File: src/rtl/c1541_gcr_write_if.sv
// Handshake and track-RAM bus between the 1541 VIA logic, the bit-cell timer and
// the GCR write serializer.
interface c1541_gcr_write_if #(
    parameter int unsigned ADDR_W = 13
);
    localparam int unsigned BIT_W = ADDR_W + 3;

    logic              mode;
    logic              wps_n;
    logic              soe;
    logic              bit_tick;
    logic [BIT_W-1:0]  bit_addr;
    logic [7:0]        din;
    logic              ram_ready;
    logic [7:0]        ram_do;
    logic              byte_n;
    logic              busy;
    logic [ADDR_W-1:0] byte_addr;
    logic [7:0]        ram_di;
    logic              ram_we;

    modport master (
        output mode, wps_n, soe, bit_tick, bit_addr, din, ram_ready, ram_do,
        input  byte_n, busy, byte_addr, ram_di, ram_we
    );

    modport slave (
        input  mode, wps_n, soe, bit_tick, bit_addr, din, ram_ready, ram_do,
        output byte_n, busy, byte_addr, ram_di, ram_we
    );
endinterface

File: src/rtl/c1541_gcr_write.sv
// 1541 GCR write serializer: shifts VIA bytes out MSB-first, one bit per bit cell,
// and merges each bit into the byte-wide track buffer via read-modify-write.
module c1541_gcr_write #(
    parameter int unsigned ADDR_W = 13
) (
    input  logic             clk32,
    input  logic             reset_n,
    c1541_gcr_write_if.slave bus
);
    typedef enum logic [1:0] {S_IDLE, S_SHIFT, S_FLUSH} state_t;

    state_t            r_state, w_state_nxt;
    logic [2:0]        r_bit_count, w_bit_count_nxt;
    logic [7:0]        r_shreg, w_shreg_nxt;
    logic [7:0]        r_mbuf, w_mbuf_nxt;
    logic [ADDR_W-1:0] r_maddr, w_maddr_nxt;
    logic              r_mvalid, w_mvalid_nxt;
    logic              r_byte_n, w_byte_n_nxt;
    logic              r_busy, w_busy_nxt;
    logic              r_ram_we, w_ram_we_nxt;
    logic [7:0]        r_ram_di, w_ram_di_nxt;
    logic [ADDR_W-1:0] r_byte_addr, w_byte_addr_nxt;

    logic              w_wr_act;
    logic              w_bit;
    logic [2:0]        w_pos;
    logic [ADDR_W-1:0] w_a;
    logic [7:0]        w_base;
    logic [7:0]        w_mask;
    logic [7:0]        w_merged;

    // Bit merge: a new byte address starts from RAM contents, otherwise keep accumulating.
    always_comb begin
        w_wr_act = ~bus.mode & bus.wps_n & bus.ram_ready;
        w_pos    = bus.bit_addr[2:0];
        w_a      = bus.bit_addr[ADDR_W+2:3];
        w_bit    = (r_bit_count == 3'd0) ? bus.din[7] : r_shreg[7];
        w_base   = (!r_mvalid || (w_a != r_maddr)) ? bus.ram_do : r_mbuf;
        w_mask   = 8'h80 >> w_pos;
        w_merged = w_bit ? (w_base | w_mask) : (w_base & ~w_mask);
    end

    always_comb begin
        w_state_nxt     = r_state;
        w_bit_count_nxt = r_bit_count;
        w_shreg_nxt     = r_shreg;
        w_mbuf_nxt      = r_mbuf;
        w_maddr_nxt     = r_maddr;
        w_mvalid_nxt    = r_mvalid;
        w_byte_n_nxt    = 1'b1;
        w_ram_we_nxt    = 1'b0;
        w_ram_di_nxt    = r_ram_di;
        w_byte_addr_nxt = w_a;

        case (r_state)
            S_IDLE: begin
                if (w_wr_act) begin
                    w_state_nxt     = S_SHIFT;
                    w_bit_count_nxt = 3'd0;
                    w_mvalid_nxt    = 1'b0;
                end
            end
            S_SHIFT: begin
                w_byte_n_nxt = r_byte_n;
                if (!w_wr_act) begin
                    // A tick coinciding with the abort is dropped; only merged bits are flushed.
                    w_byte_n_nxt = 1'b1;
                    if (r_mvalid) begin
                        w_state_nxt     = S_FLUSH;
                        w_ram_we_nxt    = 1'b1;
                        w_ram_di_nxt    = r_mbuf;
                        w_byte_addr_nxt = r_maddr;
                    end else begin
                        w_state_nxt = S_IDLE;
                    end
                end else if (bus.bit_tick) begin
                    w_shreg_nxt     = (r_bit_count == 3'd0) ? {bus.din[6:0], 1'b0}
                                                            : {r_shreg[6:0], 1'b0};
                    w_bit_count_nxt = r_bit_count + 3'd1;
                    w_mbuf_nxt      = w_merged;
                    w_maddr_nxt     = w_a;
                    w_mvalid_nxt    = 1'b1;
                    w_byte_n_nxt    = ~((r_bit_count == 3'd7) & bus.soe);
                    if (w_pos == 3'd7) begin
                        w_ram_we_nxt = 1'b1;
                        w_ram_di_nxt = w_merged;
                        w_mvalid_nxt = 1'b0;
                    end
                end
            end
            S_FLUSH: begin
                w_state_nxt  = S_IDLE;
                w_mvalid_nxt = 1'b0;
            end
            default: begin
                w_state_nxt = S_IDLE;
            end
        endcase

        w_busy_nxt = (w_state_nxt != S_IDLE);
    end

    always_ff @(posedge clk32 or negedge reset_n) begin
        if (!reset_n) begin
            r_state     <= S_IDLE;
            r_bit_count <= 3'd0;
            r_shreg     <= 8'd0;
            r_mbuf      <= 8'd0;
            r_maddr     <= '0;
            r_mvalid    <= 1'b0;
            r_byte_n    <= 1'b1;
            r_busy      <= 1'b0;
            r_ram_we    <= 1'b0;
            r_ram_di    <= 8'd0;
            r_byte_addr <= '0;
        end else begin
            r_state     <= w_state_nxt;
            r_bit_count <= w_bit_count_nxt;
            r_shreg     <= w_shreg_nxt;
            r_mbuf      <= w_mbuf_nxt;
            r_maddr     <= w_maddr_nxt;
            r_mvalid    <= w_mvalid_nxt;
            r_byte_n    <= w_byte_n_nxt;
            r_busy      <= w_busy_nxt;
            r_ram_we    <= w_ram_we_nxt;
            r_ram_di    <= w_ram_di_nxt;
            r_byte_addr <= w_byte_addr_nxt;
        end
    end

    assign bus.byte_n    = r_byte_n;
    assign bus.busy      = r_busy;
    assign bus.ram_we    = r_ram_we;
    assign bus.ram_di    = r_ram_di;
    assign bus.byte_addr = r_byte_addr;
endmodule

File: src/flat_wrapper.sv
// flat-port wrapper written by rule: the top's interface ports become plain ports
module c1541_gcr_write_flat 
#(
    parameter int unsigned ADDR_W = 13
)
  (clk32, reset_n, bus_mode, bus_wps_n, bus_soe, bus_bit_tick, bus_bit_addr, bus_din, bus_ram_ready, bus_ram_do, bus_byte_n, bus_busy, bus_byte_addr, bus_ram_di, bus_ram_we);
  c1541_gcr_write_if #(.ADDR_W(ADDR_W)) bus_i ();
  input  logic clk32;
  input  logic reset_n;
  input wire logic [$bits(bus_i.mode)-1:0] bus_mode;
  input wire logic [$bits(bus_i.wps_n)-1:0] bus_wps_n;
  input wire logic [$bits(bus_i.soe)-1:0] bus_soe;
  input wire logic [$bits(bus_i.bit_tick)-1:0] bus_bit_tick;
  input wire logic [$bits(bus_i.bit_addr)-1:0] bus_bit_addr;
  input wire logic [$bits(bus_i.din)-1:0] bus_din;
  input wire logic [$bits(bus_i.ram_ready)-1:0] bus_ram_ready;
  input wire logic [$bits(bus_i.ram_do)-1:0] bus_ram_do;
  output wire logic [$bits(bus_i.byte_n)-1:0] bus_byte_n;
  output wire logic [$bits(bus_i.busy)-1:0] bus_busy;
  output wire logic [$bits(bus_i.byte_addr)-1:0] bus_byte_addr;
  output wire logic [$bits(bus_i.ram_di)-1:0] bus_ram_di;
  output wire logic [$bits(bus_i.ram_we)-1:0] bus_ram_we;
  assign bus_i.mode = bus_mode;
  assign bus_i.wps_n = bus_wps_n;
  assign bus_i.soe = bus_soe;
  assign bus_i.bit_tick = bus_bit_tick;
  assign bus_i.bit_addr = bus_bit_addr;
  assign bus_i.din = bus_din;
  assign bus_i.ram_ready = bus_ram_ready;
  assign bus_i.ram_do = bus_ram_do;
  assign bus_byte_n = bus_i.byte_n;
  assign bus_busy = bus_i.busy;
  assign bus_byte_addr = bus_i.byte_addr;
  assign bus_ram_di = bus_i.ram_di;
  assign bus_ram_we = bus_i.ram_we;
  c1541_gcr_write #(.ADDR_W(ADDR_W)) u_core (.clk32(clk32), .reset_n(reset_n), .bus(bus_i));
endmodule
File: config.mk
export PLATFORM = sky130hd
export DESIGN_NAME = c1541_gcr_write_flat
export DESIGN_NICKNAME = d
export VERILOG_FILES = /design/src/rtl/c1541_gcr_write_if.sv /design/src/rtl/c1541_gcr_write.sv /design/src/flat_wrapper.sv
export SDC_FILE = /design/constraint.sdc
export NUM_CORES = 1
export LEC_CHECK = 0
export BUFFER_PORTS_ARGS = -buffer_cell sky130_fd_sc_hd__buf_2
export CORE_MARGIN = 1.5
export CORE_UTILIZATION = 55
export DETAILED_ROUTE_END_ITERATION = 7
export MAX_ROUTING_LAYER = met4
export PLACE_DENSITY = 0.81
export RECOVER_POWER = 50
export SLEW_MARGIN = 20
export SYNTH_ARGS = -nofsm -noshare
export SYNTH_HDL_FRONTEND = slang
export SYNTH_SLANG_ARGS = --single-unit
File: constraint.sdc
create_clock -name clk32 -period 3.6 [get_ports clk32]
set_input_delay 0.54 -clock clk32 [delete_from_list [all_inputs] [get_ports clk32]]
set_output_delay 0.54 -clock clk32 [all_outputs]
set_load 0.01 [all_outputs]
==> results of run 1 <==
[final cells by class]
| class | instances | area [µm²] | share of cell area, % |
|---|---|---|---|
| sequential | 58 | 1450 | 42.5 |
| multi-input combinational | 213 | 1340 | 39.3 |
| timing repair buffer | 67 | 335 | 9.81 |
| clock buffer | 12 | 145 | 4.25 |
| tap | 70 | 87.6 | 2.56 |
| clock inverter | 3 | 40.0 | 1.17 |
| inverter | 4 | 15.0 | 0.439 |
[layout by cell type, fill, tap and decap left out, types with 4 or more instances in the layout]
| cell type | count |
|---|---|
| dfrtp_1 | 57 |
| clkbuf_8 | 10 |
| xnor2_1 | 10 |
| buf_4 | 4 |
| clkbuf_1 | 10 |
| nand3_1 | 12 |
| o21ai_0 | 4 |
| a41oi_1 | 7 |
| nor2_1 | 18 |
| or3_1 | 8 |
| a21oi_1 | 11 |
| mux2i_1 | 7 |
| o21ai_1 | 8 |
| nand4_1 | 4 |
| nand2_1 | 65 |
| mux2_2 | 13 |
| a221o_1 | 8 |
| buf_2 | 55 |
| nor3_1 | 9 |
[worst max-delay path, stage by stage]
cell and delay, ps:
buf_2 100, nand3b_1 70, clkbuf_1 680, nor2_1 300, nand3_1 170, buf_4 290, nor2_1 200, a221o_1 380
[per-stage QoR]
| step | instances | utilization (%) | cell area, µm² |
|---|---|---|---|
| final | 427 | 67.4 | 3420 |
| after global routing | 427 | 67.4 | 3420 |
| after CTS | 427 | 67.8 | 3440 |
| after detailed placement | 412 | 64.1 | 3250 |
| after global placement | 412 | 64.1 | 3250 |
| after floorplan | 292 | - | 2890 |
[cells by family after synthesis]
kind of cell	share of synthesized area [%]
buffers and inverters	3.16
muxes	7.50
xor gates and xnor gates	4.72
adders and majority gates	1.30
and+or+nand+nor	23.3
DFF	50.3
AOI/OAI and AO/OA	9.71
[flip-flops by register name, summed over array words and instances (netlist names)]
signal	cells
u_core.r_shreg	7
u_core.bus.ram_di	8
u_core.bus.byte_n	1
u_core.bus.byte_addr	13
u_core.bus.ram_we	1
u_core.bus.busy	1
u_core.r_maddr	13
u_core.r_bit_count	3
u_core.r_mvalid	1
u_core.r_mbuf	8
u_core.r_state	2
[how the worst min path moves through the flow]
stage	end	slack, ps	cells past startpoint
2_1_floorplan	u_core.bus.busy$_DFF_PN0_	240	0
3_3_place_gp	u_core.r_shreg[1]$_DFFE_PN0P_	450	2
3_5_place_dp	u_core.bus.ram_di[0]$_DFFE_PN0P_	470	2
4_1_cts	u_core.r_bit_count[2]$_DFFE_PN0P_	360	1
5_1_grt	u_core.r_maddr[11]$_DFFE_PN0P_	450	3
6_report	u_core.r_maddr[11]$_DFFE_PN0P_	440	3
[power by group through the flow]
stage / Sequential [mW] / Combinational [mW] / Clock, mW
final: 0.813 / 0.322 / 0.573
after global routing: 0.824 / 0.366 / 0.609
after CTS: 0.812 / 0.327 / 0.581
after detailed placement: 0.823 / 0.326 / 0
after global placement: 0.818 / 0.315 / 0
after floorplan: 0.838 / 0.181 / 0
[per-layer routing]
| layer | wire length [µm] | track usage, % | up-vias |
|---|---|---|---|
| met5 | 0 | - | - |
| met4 | 82 | 12.7 | 0 |
| met3 | 438 | 5.29 | 15 |
| met2 | 3040 | 40.6 | 88 |
| met1 | 2720 | 29.3 | 1138 |
| li1 | - | - | 1145 |
==> metrics.md, run 1 <==
| Metric | Value |
|---|---|
| Cell Area, Synth | `just under 0.003 mm²` |
| Clk root buf | `clkbuf_8` |
| R2R setup slack | `about 1200 ps` |
| Top-count cell post-synth | `nand2_1` |
| # setup viols final | `0` |
| HP Start | `bus_bit_addr[14]` |
| Setup crit start | `bus_ram_ready` |
| Internal power | `1.24 mW` |
| Ys async rst share | `100%` |
| Worst skew pair latency | `330 ps` |
| Final number of hold-violating endpoints | `0` |
| Clock transition at path regs | `60 ps` |
| Syn Area/Cell | `between 9 and 10 µm²` |
| Postcts setup bufs | `0` |
| Starting Density | `a little under three fifths` |
| RSZ-0062 raised after global routing | `no` |
| Number of global-route vias before repair | `2342` |
| Synth area leaders | `dfrtp_1, nand2_1, mux2_2, xnor2_1, a221o_1` |
| CORE AREA | `between 0.005 and 0.006 mm²` |
| Setup crit start kind | `input port` |
| Power Dens Cells | `~500 mW/mm²` |
| Tmin final | `2530 ps` |
| Die ar. | `0.00569 mm²` |
| H-tree levels | `3` |
| Post-synth EDFFs | `0` |
| Violated checks | `max-capacitance violations, max-slew violations` |
| DR WL/cell | `~15 µm` |
| Port bufs | `62` |
| Top-area cell type share of the netlist area | `about 50%` |
| Via density | `5.59` |
| Most used DFF post-synth | `dfrtp_1` |
| Sequential fraction of the synthesis area | `50.3%` |
| Status | `finished, violations left` |
| Clock Tree Buf Depth | `2` |
| I/O pins | `63` |
| Worst Skew | `6.50 ps` |
| DP HPWL | `4.29 mm` |
| Nets | `395` |
| Synth area leader | `dfrtp_1` |
| Fin Hold WS | `between 400 and 500 ps` |
| Routed via count | `~2400` |
| Initial DRT Pass Iterations | `5` |
| Nature of the critical path endpoint | `flop` |
| Worst Path Arrival | `2740 ps` |
| Clock share of power | `roughly 34%` |
| DRT iter0 DRCs | `137` |
| Max-cap viol count | `1` |
| Post-layout power | `1.71 mW` |
| Switching share of power | `approximately 28%` |
| Syn. warnings | `0` |
| ANT cells | `0` |
| First-pass GRT wire length | `10.3 mm` |
| Yosys cell types | `42` |
| Die W | `75.5 µm` |
| Slew at the pin with the worst max-slew slack | `2180 ps` |
| Routed WL | `6.28 mm` |
| Hold_buf cts | `0` |
| Area grow syn2layout | `18.4%` |
| Largest net degree at the start of global routing | `41` |
| R2R cell count | `6` |
| Max_slew headroom | `-45.3%` |
| Fin Setup TNS | `0 ps` |
| Psw | `0.472 mW` |
| CTS-repair resized insts | `0` |
| Initial antenna violation count | `0` |
| Worst path required time | `between 3000 and 4000 ps` |
| Crit Path Category | `in2reg` |
| Synthesized Nets | `334` |
| Number of remaining DRC errors | `0` |
| Mapped Cells | `between 200 and 300` |
| Worst hold path type | `in2reg` |
| Seq pwr share | `between 40 and 50%` |
| Remaining antenna violation count | `0` |
| Period utilization | `between 70% and 80%` |
| LEAKAGE | `around 1.6 nW` |
| RR Startpoint | `u_core.r_bit_count[0]$_DFFE_PN0P_` |
| R2R Path End | `u_core.r_mbuf[2]$_DFFE_PN0P_` |
| CTS tree | `done` |
| Cell row count | `26` |
| Peak supply drop | `around 0.24 mV` |
| Logic pwr share | `18.8%` |
| Gr usage total | `25.0%` |
| Achievable frequency | `0.394 GHz` |
| Flops & latches, synth | `58` |
| CTS buffer count | `9` |
| Crit path max fanout | `23` |
| Synth top cells by count | `nand2_1, dfrtp_1, nor2_1` |
| TritonCTS sink count | `58` |
| Max Slew Vio Count | `41` |
| Fill cell total of the finished layout | `427` |
| Die Ht | `~75 µm` |
| Routability Congestion | `0.801` |
| Worst setup margin | `1070 ps` |
| Crit path to | `u_core.r_mbuf[2]$_DFFE_PN0P_` |
| Share of layout cells above drive strength 1 | `26.9%` |
| Pre-CTS setup slack | `1170 ps` |
| GRT overflow | `0` |
Power figures use the tool's default switching activity.
==> inputs of run 2 (changes only) <==
Settings changed: CORE_UTILIZATION 55 to 54, PLACE_DENSITY 0.81 to 0.79.
Clock period 3.6 ns to 2.57 ns, I/O delays scaled along.
==> metrics.md, run 2 (same netlist as run 1, synthesis figures left out) <==
| Metric | Value |
|---|---|
| Power Dens Cells | `692 mW/mm² (was 500 mW/mm²)` |
| Initial DRT Pass Iterations | `4 (was 5)` |
| Number of remaining DRC errors | `0 (unchanged)` |
| Starting Density | `56.2% (was 56.9%)` |
| Worst Skew | `5.83 ps (was 6.50 ps)` |
| Period utilization | `80.2%` |
| Die ar. | `0.00580 mm² (was 0.00569 mm²)` |
| Number of global-route vias before repair | `2378 (was 2342)` |
| Nets | `400 (was 395)` |
| # setup viols final | `0 (unchanged)` |
| Share of layout cells above drive strength 1 | `28.7% (was 26.9%)` |
| Crit Path Category | `reg2reg (was in2reg)` |
| Final number of hold-violating endpoints | `0 (unchanged)` |
| CTS tree | `done (unchanged)` |
| Hold Path Cell Cnt | `3 (unchanged)` |
| Switching share of power | `28.6% (was 27.6%)` |
| TritonCTS sink count | `58 (unchanged)` |
| Peak supply drop | `0.446 mV (was 0.245 mV)` |
| CORE AREA | `0.00514 mm² (was 0.00507 mm²)` |
| HP Start | `bus_bit_addr[5] (was bus_bit_addr[14])` |
| Crit-path slowest cell | `nor2_1 (was clkbuf_1)` |
| I/O pins | `63 (unchanged)` |
| Logic pwr share | `18.8% (about the same)` |
| Via density | `5.43 (was 5.59)` |
| Worst Path Arrival | `2340 ps (was 2740 ps)` |
| DR WL/cell | `14.5 µm (was 14.7 µm)` |
| Worst hold path type | `in2reg (unchanged)` |
| CTS buffer count | `9 (unchanged)` |
| Achievable frequency | `0.485 GHz` |
| GRT overflow | `0 (unchanged)` |
| Max Slew Vio Count | `0 (was 41)` |
| R2R setup slack | `510 ps (was 1230 ps)` |
| Slew at the pin with the worst max-slew slack | `1420 ps (was 2180 ps)` |
| Fin Hold WS | `276 ps (was 439 ps)` |
| Internal power | `1.71 mW (was 1.24 mW)` |
| Largest net degree at the start of global routing | `59 (was 41)` |
| DRT iter0 DRCs | `203 (was 137)` |
| Post-placement cell count | `417 (was 412)` |
| Worst path required time | `2840 ps (was 3810 ps)` |
| RSZ-0062 raised after global routing | `no (unchanged)` |
| Seq pwr share | `47.5% (was 47.6%)` |
| R2R cell count | `5 (was 6)` |
| LEAKAGE | `1.65 nW (was 1.62 nW)` |
| Nature of the critical path endpoint | `flop (unchanged)` |
| Remaining antenna violation count | `0 (unchanged)` |
| Area grow syn2layout | `19.8% (was 18.4%)` |
| CTS-repair resized insts | `0 (unchanged)` |
| Die Ht | `76.1 µm (was 75.5 µm)` |
| Max_slew headroom | `5.20% (was -45.3%)` |
| Gr usage total | `24.6% (was 25.0%)` |
| Clock Tree Buf Depth | `2 (unchanged)` |
| Fin area | `0.00346 mm² (was 0.00342 mm²)` |
| Fin Setup TNS | `0 ps (unchanged)` |
| Status | `finished, final reports clean (was finished, violations left)` |
| Worst skew pair latency | `340 ps (was 330 ps)` |
| H-tree levels | `3 (unchanged)` |
| Initial antenna violation count | `0 (unchanged)` |
| Commonest non-fill, non-tap cell in the layout | `nand2_1 (unchanged)` |
| Routability Congestion | `0.791 (was 0.801)` |
| Tmin final | `2060 ps` |
| Routed via count | `2352 (was 2386)` |
| Crit path max fanout | `13 (was 23)` |
| DP HPWL | `4.25 mm (was 4.29 mm)` |
| CP peak stage delay | `490 ps (was 680 ps)` |
| Hold endpoint | `u_core.r_maddr[2]$_DFFE_PN0P_ (was u_core.r_maddr[11]$_DFFE_PN0P_)` |
| Non-filler cells in the finished layout | `433 (was 427)` |
| Fill cell total of the finished layout | `421 (was 427)` |
| RR Startpoint | `u_core.r_state[1]$_DFF_PN0_ (was u_core.r_bit_count[0]$_DFFE_PN0P_)` |
| ANT cells | `0 (unchanged)` |
| Cell row count | `26 (unchanged)` |
| First-pass GRT wire length | `11.0 mm (was 10.3 mm)` |
| Clock transition at path regs | `70 ps (was 60 ps)` |
| Max-cap viol count | `0 (was 1)` |
| Clk root buf | `clkbuf_8 (unchanged)` |
| Postcts setup bufs | `0 (unchanged)` |
| Routed WL | `6.27 mm (was 6.28 mm)` |
| Post-DP Area | `0.00330 mm² (was 0.00325 mm²)` |
| Port bufs | `62 (unchanged)` |
| R2R Path End | `u_core.r_mbuf[7]$_DFFE_PN0P_ (was u_core.r_mbuf[2]$_DFFE_PN0P_)` |
| CP cell instances | `nor2_1, nand3_1, buf_4, nor2_1, a221o_1 (was buf_2, nand3b_1, clkbuf_1, nor2_1, nand3_1, buf_4, nor2_1, a221o_1)` |
| Die W | `76.1 µm (was 75.5 µm)` |
| Setup crit start kind | `flop (was input port)` |
| Most used cell, CP | `nor2_1 (unchanged)` |
| Most frequent cells in the layout | `nand2_1, dfrtp_1, buf_2 (unchanged)` |
| Hold_buf cts | `0 (unchanged)` |
| Clock share of power | `33.7% (was 33.6%)` |
| Psw | `0.685 mW (was 0.472 mW)` |
run 2: changes by cell type in the layout (fill, tap and decap cells not counted):
cell        previous run  this run
buf_4                  4         9
clkinv_2               2         4
buf_2                 55        54
clkbuf_1              10         9
clkbuf_2               0         1
clkbuf_8              10         9
clkinvlp_4             0         1
nor3b_1                2         1
nor3b_2                0         1
run 2: how the worst max path moves through the flow:
stage / from / to / slack, ps / cells past startpoint
floorplan: u_core.r_bit_count[0]$_DFFE_PN0P_ / u_core.r_mbuf[1]$_DFFE_PN0P_ / 670 / 7
global placement: bus_bit_addr[14] / u_core.r_mbuf[3]$_DFFE_PN0P_ / 550 / 7
detailed placement: bus_bit_addr[14] / u_core.r_mbuf[6]$_DFFE_PN0P_ / 460 / 7
CTS: u_core.r_maddr[11]$_DFFE_PN0P_ / u_core.r_mbuf[6]$_DFFE_PN0P_ / 540 / 6
global route: u_core.r_maddr[11]$_DFFE_PN0P_ / u_core.r_mbuf[6]$_DFFE_PN0P_ / 360 / 6
finish: u_core.r_state[1]$_DFF_PN0_ / u_core.r_mbuf[7]$_DFFE_PN0P_ / 510 / 5
run 2: per-stage QoR:
stage	util [%]	power (mW)	worst slack, ps
4_1_cts	67.9	2.42	543
3_3_place_gp	64.3	1.60	551
3_5_place_dp	64.3	1.61	457
5_1_grt	67.3	2.52	357
6_report	67.3	2.39	508
2_1_floorplan	-	1.43	668
run 2: power by group through the flow:
stage / sequential (mW) / clock [mW] / combinational (mW)
after floorplan: 1.17 / 0 / 0.253
after global placement: 1.15 / 0 / 0.449
after detailed placement: 1.15 / 0 / 0.461
after CTS: 1.14 / 0.824 / 0.461
after global routing: 1.16 / 0.858 / 0.506
final: 1.14 / 0.806 / 0.451
run 2: cell type report:
type | count | area [µm²] | share of cell area (%)
flip-flops and latches | 58 | 1450 | 42.0
multi-input cells | 213 | 1350 | 38.9
inverters | 4 | 15.0 | 0.434
repair buffers | 72 | 373 | 10.8
clock inverters | 6 | 57.6 | 1.66
clock buffers | 10 | 128 | 3.69
well taps | 70 | 87.6 | 2.53
run 2: worst max-delay path, delay by kind of cell (launching register included):
| family | cells | cell delay, ps |
|---|---|---|
| simple gates | 3 | 1060 |
| flops | 1 | 460 |
| compound gates | 1 | 270 |
| buf+inv | 1 | 220 |
run 2: layer usage:
metal	vias to the layer above	wire (µm)	track usage, %	share of wire (%)
li1	1153	-	-	-
met1	1111	2720	31.9	43
met2	77	3050	38.6	49
met3	11	377	3.95	6.0
met4	0	116	11.1	1.9
met5	-	0	-	0
